--- src/rtl/frame_pkg.sv ---
`default_nettype none
// ------------------------------------------------------------------
// frame_pkg : shared constants, state enums and descriptor layout
// Rev 1.0
// ------------------------------------------------------------------
package frame_pkg;

  localparam logic [15:0] HEADER_W    = 16'hE0E0;
  localparam logic [15:0] TRAILER_W   = 16'h0E0E;
  localparam logic [15:0] CRC_POLY    = 16'h1021;
  localparam int unsigned MAX_WORDS   = 8;
  localparam int unsigned TIMEOUT_CYC = 64;

  // Each bank holds payload, CRC word and the trailer-high word.
  localparam int unsigned BANK_DEPTH  = MAX_WORDS + 2;
  localparam int unsigned CNT_W       = $clog2(BANK_DEPTH + 1);

  typedef enum logic [1:0] {
    HUNT = 2'd0,
    HDR2 = 2'd1,
    CHAN = 2'd2,
    DATA = 2'd3
  } parser_state_t;

  typedef enum logic [1:0] {
    D_IDLE = 2'd0,
    D_DESC = 2'd1,
    D_DATA = 2'd2
  } drain_state_t;

  typedef struct packed {
    logic [4:0] rsvd;
    logic [2:0] len;
    logic [7:0] ch;
  } desc_t;

  function automatic logic is_chan_word(input logic [15:0] w);
    return (w[15:8] == 8'h00) && $onehot(w[7:0]);
  endfunction

endpackage
`default_nettype wire

--- src/rtl/crc16_ccitt_step.sv ---
`default_nettype none
// ------------------------------------------------------------------
// crc16_ccitt_step : one 16-bit word CRC16-CCITT update, MSB first
// Rev 1.0
// ------------------------------------------------------------------
module crc16_ccitt_step
  import frame_pkg::*;
(
  input  logic [15:0] crc_in,
  input  logic [15:0] data,
  output logic [15:0] crc_out
);

  always_comb begin
    crc_out = crc_in;
    for (int i = 15; i >= 0; i--) begin
      if (crc_out[15] ^ data[i]) begin
        crc_out = {crc_out[14:0], 1'b0} ^ CRC_POLY;
      end else begin
        crc_out = {crc_out[14:0], 1'b0};
      end
    end
  end

endmodule
`default_nettype wire

--- src/rtl/frame_rx_ctrl.sv ---
`default_nettype none
// ------------------------------------------------------------------
// frame_rx_ctrl : frame hunt, CRC check, ping-pong staging, FIFO drain
// FRAME_TIMEOUT_EN adds the stalled-frame watchdog.   Rev 1.0
// ------------------------------------------------------------------
module frame_rx_ctrl
  import frame_pkg::*;
(
  input  logic        clk_in,
  input  logic        rst_n,
  input  logic [15:0] data_in,
  input  logic        fifo_full,
  output logic        fifo_wr_en,
  output logic [15:0] fifo_wdata,
  output logic        crc_valid,
  output logic        crc_err,
  output logic        frame_drop
);

  localparam logic [CNT_W-1:0] CNT_MAX = CNT_W'(BANK_DEPTH);
  localparam logic [CNT_W-1:0] CNT_TRL = CNT_W'(3);
  localparam logic [CNT_W-1:0] CNT_CRC = CNT_W'(2);

  parser_state_t    r_pstate;
  drain_state_t     r_dstate;
  logic [15:0]      r_bank [2][BANK_DEPTH];
  logic [1:0]       r_busy;
  logic [1:0]       r_ready;
  logic             r_older;
  logic [2:0]       r_blen [2];
  logic [7:0]       r_bch  [2];
  logic             r_pbank;
  logic [7:0]       r_ch;
  logic [CNT_W-1:0] r_cnt;
  logic [15:0]      r_d1;
  logic [15:0]      r_d2;
  logic [15:0]      r_crc;
  logic             r_dbank;
  logic [CNT_W-1:0] r_didx;
  logic             r_ov;
  logic [15:0]      r_od;

  logic [15:0]      w_crc_next;
  logic [1:0]       w_free;
  logic [1:0]       w_drain_rel;
  logic             w_any_free;
  logic             w_claim_bank;
  logic             w_trailer;
  logic             w_overflow;
  logic             w_store;
  logic             w_adv;
  logic             w_pick;
  logic             w_pick_go;
  logic             w_last;
  desc_t            w_desc;

`ifdef FRAME_TIMEOUT_EN
  localparam int unsigned TMO_W = $clog2(TIMEOUT_CYC + 1);
  logic [TMO_W-1:0] r_tmo;
  logic             w_timeout;
  assign w_timeout = (r_tmo == TMO_W'(TIMEOUT_CYC));
`endif

  // CRC lags two words behind storage so it never absorbs CRC or trailer words.
  crc16_ccitt_step u_crc (
    .crc_in  (r_crc),
    .data    (r_d2),
    .crc_out (w_crc_next)
  );

  assign w_free       = ~r_busy | w_drain_rel;
  assign w_any_free   = |w_free;
  assign w_claim_bank = ~w_free[0];
  assign w_trailer    = (r_cnt >= CNT_TRL) && (r_d1 == TRAILER_W) && (data_in == TRAILER_W);
  assign w_overflow   = (r_cnt == CNT_MAX);
  assign w_store      = (r_pstate == DATA) && !w_trailer && !w_overflow;

  assign w_adv     = !r_ov || !fifo_full;
  assign w_pick    = (r_ready == 2'b11) ? r_older : r_ready[1];
  assign w_pick_go = (r_dstate == D_IDLE) && (|r_ready);
  assign w_last    = (r_didx == CNT_W'(r_blen[r_dbank]));

  always_comb begin
    w_drain_rel = '0;
    if (r_dstate == D_DATA && w_adv && w_last) w_drain_rel[r_dbank] = 1'b1;
  end

  always_comb begin
    w_desc      = '0;
    w_desc.len  = r_blen[r_dbank];
    w_desc.ch   = r_bch[r_dbank];
  end

  always_ff @(posedge clk_in) begin
    if (w_store) r_bank[r_pbank][r_cnt] <= data_in;
  end

  // Parser FSM plus bank ownership; drain release is applied before any claim.
  always_ff @(posedge clk_in or negedge rst_n) begin
    if (!rst_n) begin
      r_pstate   <= HUNT;
      r_busy     <= '0;
      r_ready    <= '0;
      r_older    <= 1'b0;
      r_pbank    <= 1'b0;
      r_ch       <= '0;
      r_cnt      <= '0;
      r_d1       <= '0;
      r_d2       <= '0;
      r_crc      <= '0;
      crc_valid  <= 1'b0;
      crc_err    <= 1'b0;
      frame_drop <= 1'b0;
      for (int b = 0; b < 2; b++) begin
        r_blen[b] <= '0;
        r_bch[b]  <= '0;
      end
`ifdef FRAME_TIMEOUT_EN
      r_tmo      <= '0;
`endif
    end else begin
      crc_valid  <= 1'b0;
      crc_err    <= 1'b0;
      frame_drop <= 1'b0;
      r_busy     <= r_busy & ~w_drain_rel;
      if (w_pick_go) begin
        r_ready[w_pick] <= 1'b0;
        r_older         <= ~w_pick;
      end
`ifdef FRAME_TIMEOUT_EN
      r_tmo <= '0;
      if (r_pstate != HUNT && w_timeout) begin
        frame_drop <= 1'b1;
        if (r_pstate == DATA) r_busy[r_pbank] <= 1'b0;
        r_pstate <= HUNT;
      end else
`endif
      case (r_pstate)
        HUNT: if (data_in == HEADER_W) r_pstate <= HDR2;
        HDR2: r_pstate <= (data_in == HEADER_W) ? CHAN : HUNT;
        CHAN: begin
          if (data_in == HEADER_W) begin
`ifdef FRAME_TIMEOUT_EN
            r_tmo <= r_tmo + 1'b1;
`endif
          end else if (!is_chan_word(data_in) || !w_any_free) begin
            frame_drop <= 1'b1;
            r_pstate   <= HUNT;
          end else begin
            r_pbank              <= w_claim_bank;
            r_busy[w_claim_bank] <= 1'b1;
            r_ch                 <= data_in[7:0];
            r_cnt                <= '0;
            r_crc                <= '0;
            r_d1                 <= '0;
            r_d2                 <= '0;
            r_pstate             <= DATA;
          end
        end
        DATA: begin
          if (w_trailer) begin
            r_pstate <= HUNT;
            if (r_crc == r_d2) begin
              crc_valid        <= 1'b1;
              r_ready[r_pbank] <= 1'b1;
              if (!r_ready[~r_pbank]) r_older <= r_pbank;
              r_blen[r_pbank]  <= 3'(r_cnt - CNT_TRL);
              r_bch[r_pbank]   <= r_ch;
            end else begin
              crc_err          <= 1'b1;
              r_busy[r_pbank]  <= 1'b0;
            end
          end else if (w_overflow) begin
            frame_drop      <= 1'b1;
            r_busy[r_pbank] <= 1'b0;
            r_pstate        <= HUNT;
          end else begin
            r_cnt <= r_cnt + 1'b1;
            r_d1  <= data_in;
            r_d2  <= r_d1;
            if (r_cnt >= CNT_CRC) r_crc <= w_crc_next;
          end
        end
        default: r_pstate <= HUNT;
      endcase
    end
  end

  // Drain FSM feeding a one-entry output stage that holds while the FIFO is full.
  always_ff @(posedge clk_in or negedge rst_n) begin
    if (!rst_n) begin
      r_dstate <= D_IDLE;
      r_dbank  <= 1'b0;
      r_didx   <= '0;
      r_ov     <= 1'b0;
      r_od     <= '0;
    end else begin
      if (w_adv) r_ov <= 1'b0;
      case (r_dstate)
        D_IDLE: begin
          if (|r_ready) begin
            r_dbank  <= w_pick;
            r_didx   <= '0;
            r_dstate <= D_DESC;
          end
        end
        D_DESC: begin
          if (w_adv) begin
            r_ov     <= 1'b1;
            r_od     <= w_desc;
            r_dstate <= D_DATA;
          end
        end
        D_DATA: begin
          if (w_adv) begin
            r_ov   <= 1'b1;
            r_od   <= r_bank[r_dbank][r_didx];
            r_didx <= r_didx + 1'b1;
            if (w_last) r_dstate <= D_IDLE;
          end
        end
        default: r_dstate <= D_IDLE;
      endcase
    end
  end

  assign fifo_wr_en = r_ov & ~fifo_full;
  assign fifo_wdata = r_od;

endmodule
`default_nettype wire
--- config.mk ---
export PLATFORM = sky130hd
export DESIGN_NAME = frame_rx_ctrl
export DESIGN_NICKNAME = d
export VERILOG_FILES = /design/src/rtl/frame_pkg.sv /design/src/rtl/crc16_ccitt_step.sv /design/src/rtl/frame_rx_ctrl.sv
export SDC_FILE = /design/constraint.sdc
export NUM_CORES = 1
export LEC_CHECK = 0
export ABC_AREA = 1
export CORE_MARGIN = 2
export CORE_UTILIZATION = 56
export DETAILED_ROUTE_END_ITERATION = 7
export GPL_ROUTABILITY_DRIVEN = 0
export GPL_TIMING_DRIVEN = 0
export PLACE_DENSITY_LB_ADDON = 0.1
export SLEW_MARGIN = 15
export SYNTH_ARGS = -nofsm -noshare
export SYNTH_HDL_FRONTEND = slang
export SYNTH_SLANG_ARGS = --single-unit
--- constraint.sdc ---
create_clock -name clk_in -period 2.5 [get_ports clk_in]
set_input_delay 0.5 -clock clk_in [delete_from_list [all_inputs] [get_ports clk_in]]
set_output_delay 0.5 -clock clk_in [all_outputs]
set_load 0.03 [all_outputs]
==> impl_metrics.tcl <==
set metrics [dict create \
    setup_viol 66 \
    crit_path_end_kind "flip-flop" \
    ios 39 \
    worstPathRequired_ns 3.00 \
    syn_nets 1842 \
    synthAdderAreaFrac 0.0140 \
    avgViaCountPerCell 5.99 \
    setup_slack_ns -1.03 \
    drc_errors 0 \
    worstSetupStartpoint "data_in[3]" \
    insertedDiodeCount 0 \
    cts_tree "built" \
    hpwl_um 33800 \
    grt_overflow 0 \
    yosysWarnings 0 \
    rsz0062_at_grt "yes" \
    arrival_ns 4.03 \
    hold_start "data_in[3]" \
    yosysSeqAreaShare 0.655 \
    ant_nets 0 \
    leakage_nw 8.62 \
    irDropWorstVdd_mv 0.606 \
    whs_ns 0.190 \
    final_common_cell "nand2_1" \
    fin_crit_sh 1.41 \
    rr_worst_depth 12 \
    power.density_nw_per_um2 1100 \
    synth_area_per_cell_um2 10.6 \
    drv_cap 0 \
    worst_slew_pin_slew_ns 0.710 \
    ys.flop_type "edfxtp_1" \
    num-nets-final 1986 \
    antenna_found_initial 0 \
    vias 14600 \
    final_cell_mix "nand2_1, edfxtp_1, nor2_1, o21ai_0, dfrtp_1" \
    clk_latency_ns 0.57 \
    fin_crit_ns 3.53 \
    skew_ns 0.0175 \
    fmax_mhz 283 \
    hp-class "input port to flip-flop" \
    synth_xor_area_frac 0.0114 \
    h-tree-depth 2 \
    chipHeight_um 189 \
    slew_headroom 0.527 \
    io_buffers 38 \
    outcome "finished with violations" \
    hold_path_end "r_bank[0][147]$_DFFE_PP_" \
    die_area_um2 35700 \
    synth-compound-area-share 0.111 \
    crit_type "input port to flip-flop" \
    route.final.wire_length_um 55200 \
    drt_pass1_iterations 6 \
    r2r_end "r_crc[8]$_DFFE_PN0P_" \
    yosysTopAreaCell "edfxtp_1" \
    hold_depth 1 \
    ys_top_cells_by_area "edfxtp_1, dfrtp_1, nand2_1" \
    synth_top_family_by_area "simple AND/OR/NAND/NOR gates" \
    wire_per_inst_um 22.7 \
    globalRouteTotalUtil 0.313 \
    fp-row-count 67 \
    place_ws_ns -3.04 \
    r2r_slack_ns -0.02 \
    async_flop_share 0.268 \
    maxSlewViolCount 0 \
    yosysTopAreaCellShare 0.502 \
    grt_max_degree 79 \
    initial_core_util 0.569 \
    syn_area_um2 19100 \
    grt_pass1_wl_um 83800 \
    grt_pass1_vias 13900 \
    synth_edf_count 320 \
    syn_inst 1804 \
    synth-simple-area-share 0.166 \
    numCtsBuffers 46 \
    cp_max_fo 12 \
    violations "setup timing" \
    ys_ff_latch 437 \
    start_kind "input port" \
    numClockSinks 437 \
    area_growth_pct 19.6 \
    root_buffer "clkbuf_16" \
    synth_mux_area_frac 0 \
    drt_iter0_drc 1860 \
    fp.coreArea_um2 33600 \
    r2r-start "r_dstate[0]$_DFFE_PN0P_" \
    clock_path_buffers 3 \
    finalHoldViolations 0 \
    die_width_um 189 \
    clk_pin_slew_ns 0.06 \
    yosysUniqueCellTypes 40 \
    drive_above_1_share 0.170 \
]
-- synthesized netlist by cell type, drive strengths merged (9+ instances only) --
cell type	instances
nand2	407
edfxtp	320
o21ai	249
nor2	241
dfrtp	117
inv	97
o22ai	81
clkbuf	62
nand3	54
nand4	40
buf	29
a21oi	27
xor2	16
ha	15
nor3	9
-- critical path, stage by stage --
cell	delay [ns]
buf_16	0.14
inv_6	0.07
fa_1	0.42
fa_1	0.51
fa_1	0.40
inv_1	0.07
ha_2	0.19
inv_2	0.04
fa_2	0.51
o211ai_1	0.13
nor4_4	0.26
o21ai_4	0.15
nand2_8	0.12
buf_4	0.19
nand4_1	0.17
nand2_1	0.13
-- what timing repair did --
| action | 4_1_cts | 5_1_grt |
|---|---|---|
| gates resized for setup | 126 | 95 |
| gates cloned | 6 | 3 |
| buffers inserted | 42 | 6 |
| pin swaps | 26 | 13 |
| hold endpoints to repair | 39 | 0 |
| endpoints found under the setup margin | 424 | 421 |
| hold buffers | 1 | 0 |
-- sequential cells by signal, summed over array words and instances, names as in the netlist, 2 cells and up, named ones only --
register	flops
fifo_wdata	16
r_dstate	2
r_didx	4
r_crc	16
r_bch	16
r_ready	2
r_pstate	2
r_bank	320
r_ch	8
r_cnt	4
r_d1	16
r_blen	6
r_d2	16
r_busy	2
-- stage by stage --
step | util | total power, mW | cell area [µm²] | TNS (ns) | instances
final | 0.681 | 25.2 | 22900 | -64.07 | 2433
after global placement | 0.600 | 17.9 | 20200 | -1232.60 | 2290
after detailed placement | 0.602 | 18.1 | 20200 | -754.33 | 2291
after CTS | 0.672 | 24.7 | 22600 | -70.14 | 2425
after global routing | 0.681 | 26.5 | 22900 | -71.25 | 2433
after floorplan | - | 14.9 | 19200 | -82.98 | 1804
-- worst max path at each step --
| stage | endpoint | slack (ns) | cells past startpoint |
|---|---|---|---|
| 6_report | r_crc[8]$_DFFE_PN0P_ | -1.03 | 16 |
| 5_1_grt | r_crc[1]$_DFFE_PN0P_ | -1.13 | 17 |
| 4_1_cts | r_crc[0]$_DFFE_PN0P_ | -1.11 | 17 |
| 3_5_place_dp | r_crc[8]$_DFFE_PN0P_ | -3.04 | 17 |
| 3_3_place_gp | r_d1[1]$_DFFE_PN0P_ | -3.73 | 1 |
| 2_1_floorplan | r_d2[9]$_DFFE_PN0P_ | -1.30 | 16 |
-- area by class of cell --
type,count,area (µm²)
buffer,91,519
clock buffer,64,1240
clock inverter,21,138
fill,2479,10700
inverter,99,399
multi-input combinational,1177,6180
sequential,437,12500
tap,448,561
timing repair buffer,96,1310
-- power by group --
group,total (mW),internal [mW],switching [mW]
Clock,6.35,3.57,2.78
Sequential,8.75,8.29,0.454
Combinational,10.1,3.20,6.95
Total,25.2,15.1,10.2
-- kinds of logic after synthesis --
group | Yosys count
compound gates | 369
flops | 437
simple gates | 765
buf+inv | 190
fa+ha+maj | 19
xor+xnor | 24
-- per-layer routing --
layer	track usage	part of all wire	routed length (µm)
met5	0	0	0
met4	0.122	0.037	2050
met3	0.0548	0.099	5440
met2	0.485	0.46	25400
met1	0.447	0.40	22400
Power figures use the tool's default switching activity.
